[config.mk]
export PLATFORM = sky130hd
export DESIGN_NAME = stream_demux_1_2
export DESIGN_NICKNAME = d
export VERILOG_FILES = /design/src/rtl/stream_pkg.sv /design/src/rtl/stream_skid_buffer.sv /design/src/rtl/stream_demux_1_2.sv
export SDC_FILE = /design/constraint.sdc
export NUM_CORES = 1
export LEC_CHECK = 0
export CORE_MARGIN = 5
export CORE_UTILIZATION = 45
export CTS_BUF_LIST = sky130_fd_sc_hd__clkbuf_8
export DETAILED_ROUTE_END_ITERATION = 16
export GPL_ROUTABILITY_DRIVEN = 0
export MAX_ROUTING_LAYER = met4
export PLACE_DENSITY = 0.74
export SLEW_MARGIN = 20
export SYNTH_ARGS = -nofsm -noshare
export SYNTH_HDL_FRONTEND = slang
export SYNTH_SLANG_ARGS = --single-unit
[constraint.sdc]
create_clock -name clk -period 2.05 [get_ports clk]
set_input_delay 0.5125 -clock clk [delete_from_list [all_inputs] [get_ports clk]]
set_output_delay 0.5125 -clock clk [all_outputs]
set_load 0.1 [all_outputs]
[src/rtl/stream_pkg.sv]
// Shared definitions for the stream demux: route encodings and route FSM states.
package stream_pkg;

    localparam logic ROUTE_OUT0 = 1'b0;
    localparam logic ROUTE_OUT1 = 1'b1;

    typedef enum logic {
        ST_IDLE = 1'b0,
        ST_BUSY = 1'b1
    } route_state_t;

endpackage

[src/rtl/stream_skid_buffer.sv]
// Two-entry skid buffer: main register drives the outputs, skid register absorbs
// the beat in flight when downstream stalls. Upstream ready is a registered "skid empty".
module stream_skid_buffer #(
    parameter int unsigned W = 33
) (
    input  logic         clk,
    input  logic         rst_n,
    input  logic         i_valid,
    output logic         o_ready,
    input  logic [W-1:0] i_data,
    output logic         o_valid,
    input  logic         i_ready,
    output logic [W-1:0] o_data
);

    logic         r_ready;
    logic         r_main_valid;
    logic [W-1:0] r_main_data;
    logic         r_skid_valid;
    logic [W-1:0] r_skid_data;

    logic w_push;
    logic w_pop;
    logic w_load_main;
    logic w_skid_valid_nxt;

    always_comb begin
        w_push      = i_valid && r_ready;
        w_pop       = r_main_valid && i_ready;
        w_load_main = !r_main_valid || w_pop;
        // A push only reaches the skid entry when main is occupied and not draining.
        w_skid_valid_nxt = r_skid_valid ? !w_load_main : (w_push && !w_load_main);
    end

    always_ff @(posedge clk or negedge rst_n) begin
        if (!rst_n) begin
            r_ready      <= 1'b0;
            r_main_valid <= 1'b0;
            r_main_data  <= '0;
            r_skid_valid <= 1'b0;
            r_skid_data  <= '0;
        end else begin
            r_ready      <= !w_skid_valid_nxt;
            r_skid_valid <= w_skid_valid_nxt;
            if (w_load_main) begin
                if (r_skid_valid) begin
                    r_main_valid <= 1'b1;
                    r_main_data  <= r_skid_data;
                end else if (w_push) begin
                    r_main_valid <= 1'b1;
                    r_main_data  <= i_data;
                end else begin
                    r_main_valid <= 1'b0;
                end
            end else if (w_push) begin
                r_skid_data <= i_data;
            end
        end
    end

    assign o_ready = r_ready;
    assign o_valid = r_main_valid;
    assign o_data  = r_main_data;

endmodule

[src/rtl/stream_demux_1_2.sv]
// Packet-locked 1-to-2 stream demultiplexer; the route is taken from sel on a
// packet's first beat and held until its last beat is accepted.
module stream_demux_1_2
    import stream_pkg::*;
#(
    parameter int unsigned BUS_WIDTH = 32
) (
    input  logic                 clk,
    input  logic                 rst_n,
    input  logic                 sel,
    input  logic                 in_valid,
    output logic                 in_ready,
    input  logic [BUS_WIDTH-1:0] in_data,
    input  logic                 in_last,
    output logic                 out0_valid,
    input  logic                 out0_ready,
    output logic [BUS_WIDTH-1:0] out0_data,
    output logic                 out0_last,
    output logic                 out1_valid,
    input  logic                 out1_ready,
    output logic [BUS_WIDTH-1:0] out1_data,
    output logic                 out1_last
);

    route_state_t r_state;
    logic         r_route_q;

    logic             w_route;
    logic             w_accept;
    logic             w_rdy0;
    logic             w_rdy1;
    logic             w_wr0;
    logic             w_wr1;
    logic [BUS_WIDTH:0] w_in_beat;
    logic [BUS_WIDTH:0] w_out0_beat;
    logic [BUS_WIDTH:0] w_out1_beat;

    always_comb begin
        w_route   = (r_state == ST_IDLE) ? sel : r_route_q;
        // Only the routed buffer gates the input, even if the other one is empty.
        in_ready  = (w_route == ROUTE_OUT1) ? w_rdy1 : w_rdy0;
        w_accept  = in_valid && in_ready;
        w_wr0     = in_valid && (w_route == ROUTE_OUT0);
        w_wr1     = in_valid && (w_route == ROUTE_OUT1);
        w_in_beat = {in_last, in_data};
    end

    always_ff @(posedge clk or negedge rst_n) begin
        if (!rst_n) begin
            r_state   <= ST_IDLE;
            r_route_q <= ROUTE_OUT0;
        end else if (w_accept) begin
            case (r_state)
                ST_IDLE: if (!in_last) begin
                    r_state   <= ST_BUSY;
                    r_route_q <= sel;
                end
                ST_BUSY: if (in_last) begin
                    r_state <= ST_IDLE;
                end
                default: r_state <= ST_IDLE;
            endcase
        end
    end

    stream_skid_buffer #(.W(BUS_WIDTH + 1)) u_buf0 (
        .clk     (clk),
        .rst_n   (rst_n),
        .i_valid (w_wr0),
        .o_ready (w_rdy0),
        .i_data  (w_in_beat),
        .o_valid (out0_valid),
        .i_ready (out0_ready),
        .o_data  (w_out0_beat)
    );

    stream_skid_buffer #(.W(BUS_WIDTH + 1)) u_buf1 (
        .clk     (clk),
        .rst_n   (rst_n),
        .i_valid (w_wr1),
        .o_ready (w_rdy1),
        .i_data  (w_in_beat),
        .o_valid (out1_valid),
        .i_ready (out1_ready),
        .o_data  (w_out1_beat)
    );

    assign out0_last = w_out0_beat[BUS_WIDTH];
    assign out0_data = w_out0_beat[BUS_WIDTH-1:0];
    assign out1_last = w_out1_beat[BUS_WIDTH];
    assign out1_data = w_out1_beat[BUS_WIDTH-1:0];

endmodule

-- Yosys cells after proc, flatten, opt, wreduce, memory -nomap -nowiden
Index checks and enable logic that the tools add are counted.
- add/sub/neg operators: 0
- multiply operators: 0
- divide/modulo/power cells: 0
- magnitude comparators: 0
- equal/unequal tests: 0
- shift operators: 0
- multiplexer cells: 13
- bitwise logic cells: 5
- reduce and logical (&&, ||, !) cells: 24
- operators with widths (kind ; number):
    two-way mux 33 bit ; 4
    logical AND 1 bit ; 9
    two-way mux 1 bit ; 9
    AND reduction 2 bit ; 4
    logical NOT 1 bit ; 6
    NOT 1 bit ; 5
    nonzero test 2 bit ; 2
    AND reduction 3 bit ; 1
    logical OR 1 bit ; 2
- bits in registers: 140
- latch bits: 0
- memory bits (writable): 0
- bits in read-only memories: 0
- memories kept: 0

-- Logic depth before layout (Yosys ltp)
- depth in word-level cells: 7
- gate-level depth with buffers: 6
- depth with buffers taken out: 3

-- By module
From an unflattened synthesis, not the netlist that was laid out.
- cell total of the unflattened synthesis: 386
- area, all modules: 6403.6 um^2
- by module, submodules not included (module ; instances ; cells each ; area each (um^2)):
    stream_skid_buffer ; 2 ; 186 ; 3126.7
    stream_demux_1_2 ; 1 ; 14 ; 150.1

-- Worst setup path after synthesis
No wires, ideal clock.
- kind: input -> output
- start: input sel
- end: output in_ready
- data arrival time: 1900 ps
- setup slack: -362 ps
- cell stages on the path: 5
- path buffers: 2
- cells stage by stage: mux2i_1 > buf_2 > buf_2 > nand2_1 > nand2_1
- longest elaborated chain between the ends: 2
- RTL lines (what ; RTL line ; RTL):
    start, declared ; stream_demux_1_2.sv:10 ; input logic sel,
    two-way mux 1 bit ; stream_demux_1_2.sv:39 ; w_route = (r_state == ST_IDLE) ? sel : r_route_q;
    two-way mux 1 bit ; stream_demux_1_2.sv:41 ; in_ready = (w_route == ROUTE_OUT1) ? w_rdy1 : w_rdy0;
    end, declared ; stream_demux_1_2.sv:12 ; output logic in_ready,
Every way passes these cells.

-- Final worst setup path
- start: register r_state
- end: output in_ready
- longest elaborated chain between the ends: 2
- RTL lines (what ; RTL line ; RTL):
    start, declared ; stream_demux_1_2.sv:25 ; route_state_t r_state;
    start signal, assigned ; stream_demux_1_2.sv:50 ; r_state <= ST_IDLE;
    start signal, assigned ; stream_demux_1_2.sv:55 ; r_state <= ST_BUSY;
    start signal, assigned ; stream_demux_1_2.sv:59 ; r_state <= ST_IDLE;
    two-way mux 1 bit ; stream_demux_1_2.sv:39 ;
    two-way mux 1 bit ; stream_demux_1_2.sv:41 ;
Every way passes these cells.

==> flow_metrics.tcl <==
set metrics [dict create \
    synth_fp_nets 678 \
    grt_max_degree 56 \
    synth_seq_cells 140 \
    die_x_um 138 \
    grt_pass1_wl_um 32300 \
    antenna_found_initial 1 \
    clock.fmax_mhz 484 \
    ys.flop_type "dfrtp_1" \
    syn_inst 639 \
    yosysSeqAreaShare_pct 47.5 \
    wl_per_cell_um 21.1 \
    first_pass_iters 4 \
    crit_fanout 4 \
    vias_per_cell 6.14 \
    htree_levels 4 \
    drc_errors 0 \
    failed_checks "setup timing" \
    dpl_worst_slack_ns -0.178 \
    synth_cell_type_count 24 \
    hp-class "flop to flop" \
    wl_um 20300 \
    synth-async-reset-ratio_pct 100 \
    track_usage_pct 22.4 \
    synth.area.top_cells "dfrtp_1, a211oi_1, mux2i_1" \
    cts_root_buffer "clkbuf_8" \
    status "complete, but fails checks" \
    clk_latency_ns 0.46 \
    fp.dieH_um 138 \
    synth_commonest_cells "dfrtp_1, a211oi_1, mux2i_1" \
    die_area_sq_um 19000 \
    coreArea_sq_um 16000 \
    critPathSlowestCell "dfrtp_2" \
    maxCapViolCount 0 \
    fillCellCount 1261 \
    grt_overflow_total 0 \
    setup_slack_ns -0.0160 \
    skew_ns 0.00850 \
    fin_nets 774 \
    yosysMostFrequentCell "dfrtp_1" \
    cp.arrival_ns 1.55 \
    drv_slew 0 \
    period_minus_slack_ns 2.07 \
    drtAntennaViolNets 0 \
    via_count 5916 \
    critPathBufInv 1 \
    synth.avg_cell_area_sq_um 11.5 \
    hold_viol_final 0 \
    start_util_pct 46.1 \
    final.period_utilization_pct 101 \
    grt_pass1_vias 6187 \
    port_buffers 107 \
    syn2layout_area_growth_pct 32.6 \
    syn_area_sq_um 7370 \
    yosys_warnings 0 \
    cts_buffer_depth 2 \
    synth_edf_count 0 \
    rows 46 \
    start_kind "flop" \
    crit_path_cell_trace "mux2i_4 -> nand2_1 -> nand2_4 -> buf_12" \
    path_clk_slew_ns 0.08 \
    cp.required_ns 1.54 \
    grt_setup_unrepaired "yes" \
    synth_top_area_share_pct 47.5 \
    worstSetupPathType "flop to output port" \
    setup_viol 1 \
    path_delay_family "flip-flops" \
    tightest_slew_ns 0.472 \
    drt-initial-drc-count 469 \
    cts-buffers-inserted 17 \
    max-slew-margin-rel_pct 68.5 \
    final.setup.tns_ns -0.0160 \
    yosysTopAreaCell "dfrtp_1" \
    io_pins 108 \
    max_stage_delay_ns 0.44 \
    clock_sink_count 140 \
    dp_hpwl_um 13300 \
    setup.worst_path.end_class "output port" \
    drive_above_1_share_pct 25.8 \
    cts_tree "built" \
]
## sequential cells by signal, summed over array words and instances, names as in the netlist
name / flops
u_buf0.r_skid_data: 33
u_buf1.r_skid_data: 33
u_buf0.o_data: 33
r_route_q: 1
u_buf0.o_ready: 1
u_buf1.o_valid: 1
u_buf1.r_skid_valid: 1
u_buf0.o_valid: 1
r_state: 1
u_buf0.r_skid_valid: 1
u_buf1.o_ready: 1
u_buf1.o_data: 33
## final timing paths
| path | start | endpoint | slack (ns) | cells after the start |
|---|---|---|---|---|
| setup / recovery | r_state$_DFFE_PN0P_ | in_ready | -0.02 | 4 |
| hold / removal | u_buf0.r_skid_data[26]$_DFFE_PN0P_ | u_buf0.r_skid_data[26]$_DFFE_PN0P_ | 0.48 | 1 |
| setup reg to reg | r_state$_DFFE_PN0P_ | u_buf1.o_valid$_DFFE_PN0N_ | 0.20 | 6 |
| hold reg to reg | u_buf0.r_skid_data[26]$_DFFE_PN0P_ | u_buf0.r_skid_data[26]$_DFFE_PN0P_ | 0.48 | 1 |
| max in group asynchronous | rst_n | u_buf0.o_data[9]$_DFFE_PN0P_ | 0.81 | 3 |
| min in group asynchronous | rst_n | u_buf0.o_data[28]$_DFFE_PN0P_ | 0.57 | 2 |
## cells in the final DEF (no fill, tap or decap), types with 4 or more instances in the layout
master,n
clkdlybuf4s50_1,36
dfrtp_2,5
mux2i_1,68
mux2_2,6
buf_4,50
bufinv_16,5
nand2b_1,66
dfrtp_1,135
nor2_1,4
clkbuf_8,19
clkinv_2,4
a211oi_1,132
mux2_1,30
mux2_4,31
nor4_1,66
buf_12,60
## worst register-to-register path, stage by stage (launching register included)
cell     delay (ns)
dfrtp_2        0.44
mux2i_4        0.27
buf_4          0.13
buf_4          0.10
buf_4          0.35
nor2_1         0.12
or3_1          0.31
## stage by stage
step / cell area, sq um / utilization, % / hold slack, ns / std cells
global route: 9770 / 61.1 / 0.487 / 964
floorplan: 7380 / - / 0.217 / 639
CTS: 9760 / 61.0 / 0.483 / 962
global placement: 9270 / 57.9 / 0.458 / 927
finish: 9770 / 61.1 / 0.479 / 964
detailed placement: 9270 / 57.9 / 0.466 / 927
## layout make-up
type	instances	area (sq um)	area share (%)
antenna	1	2.50	0.0256
clock buffer	19	262	2.68
clock inverter	12	194	1.98
inverter	3	11.3	0.115
multi-input combinational	424	3560	36.4
sequential	140	3510	35.9
tap	216	270	2.77
timing repair buffer	149	1970	20.1
## metal layers
metal	share of wire, %	GRT usage [%]	wire, um
met1	45	29.3	9050
met2	48	34.9	9800
met3	5.3	3.85	1090
met4	2.0	9.06	399
met5	0	-	0
## what timing repair did
item | CTS | global route
gates resized for setup | 4 | 0
endpoints found under the hold margin | 40 | 0
pin swaps | 2 | 0
setup buffers | 3 | 1
setup endpoints to repair | 1 | 1
hold buffers | 1 | 0
## kinds of logic after synthesis
family	Yosys count	share of synthesized area (%)
compound gates	138	13.9
buf+inv	75	4.82
flops	140	47.5
mux	136	21.2
simple gates	150	12.5
Power is left out: the tool's default activity adds up to more than one toggle a clock period on the data nets, which glitch-free logic cannot reach.
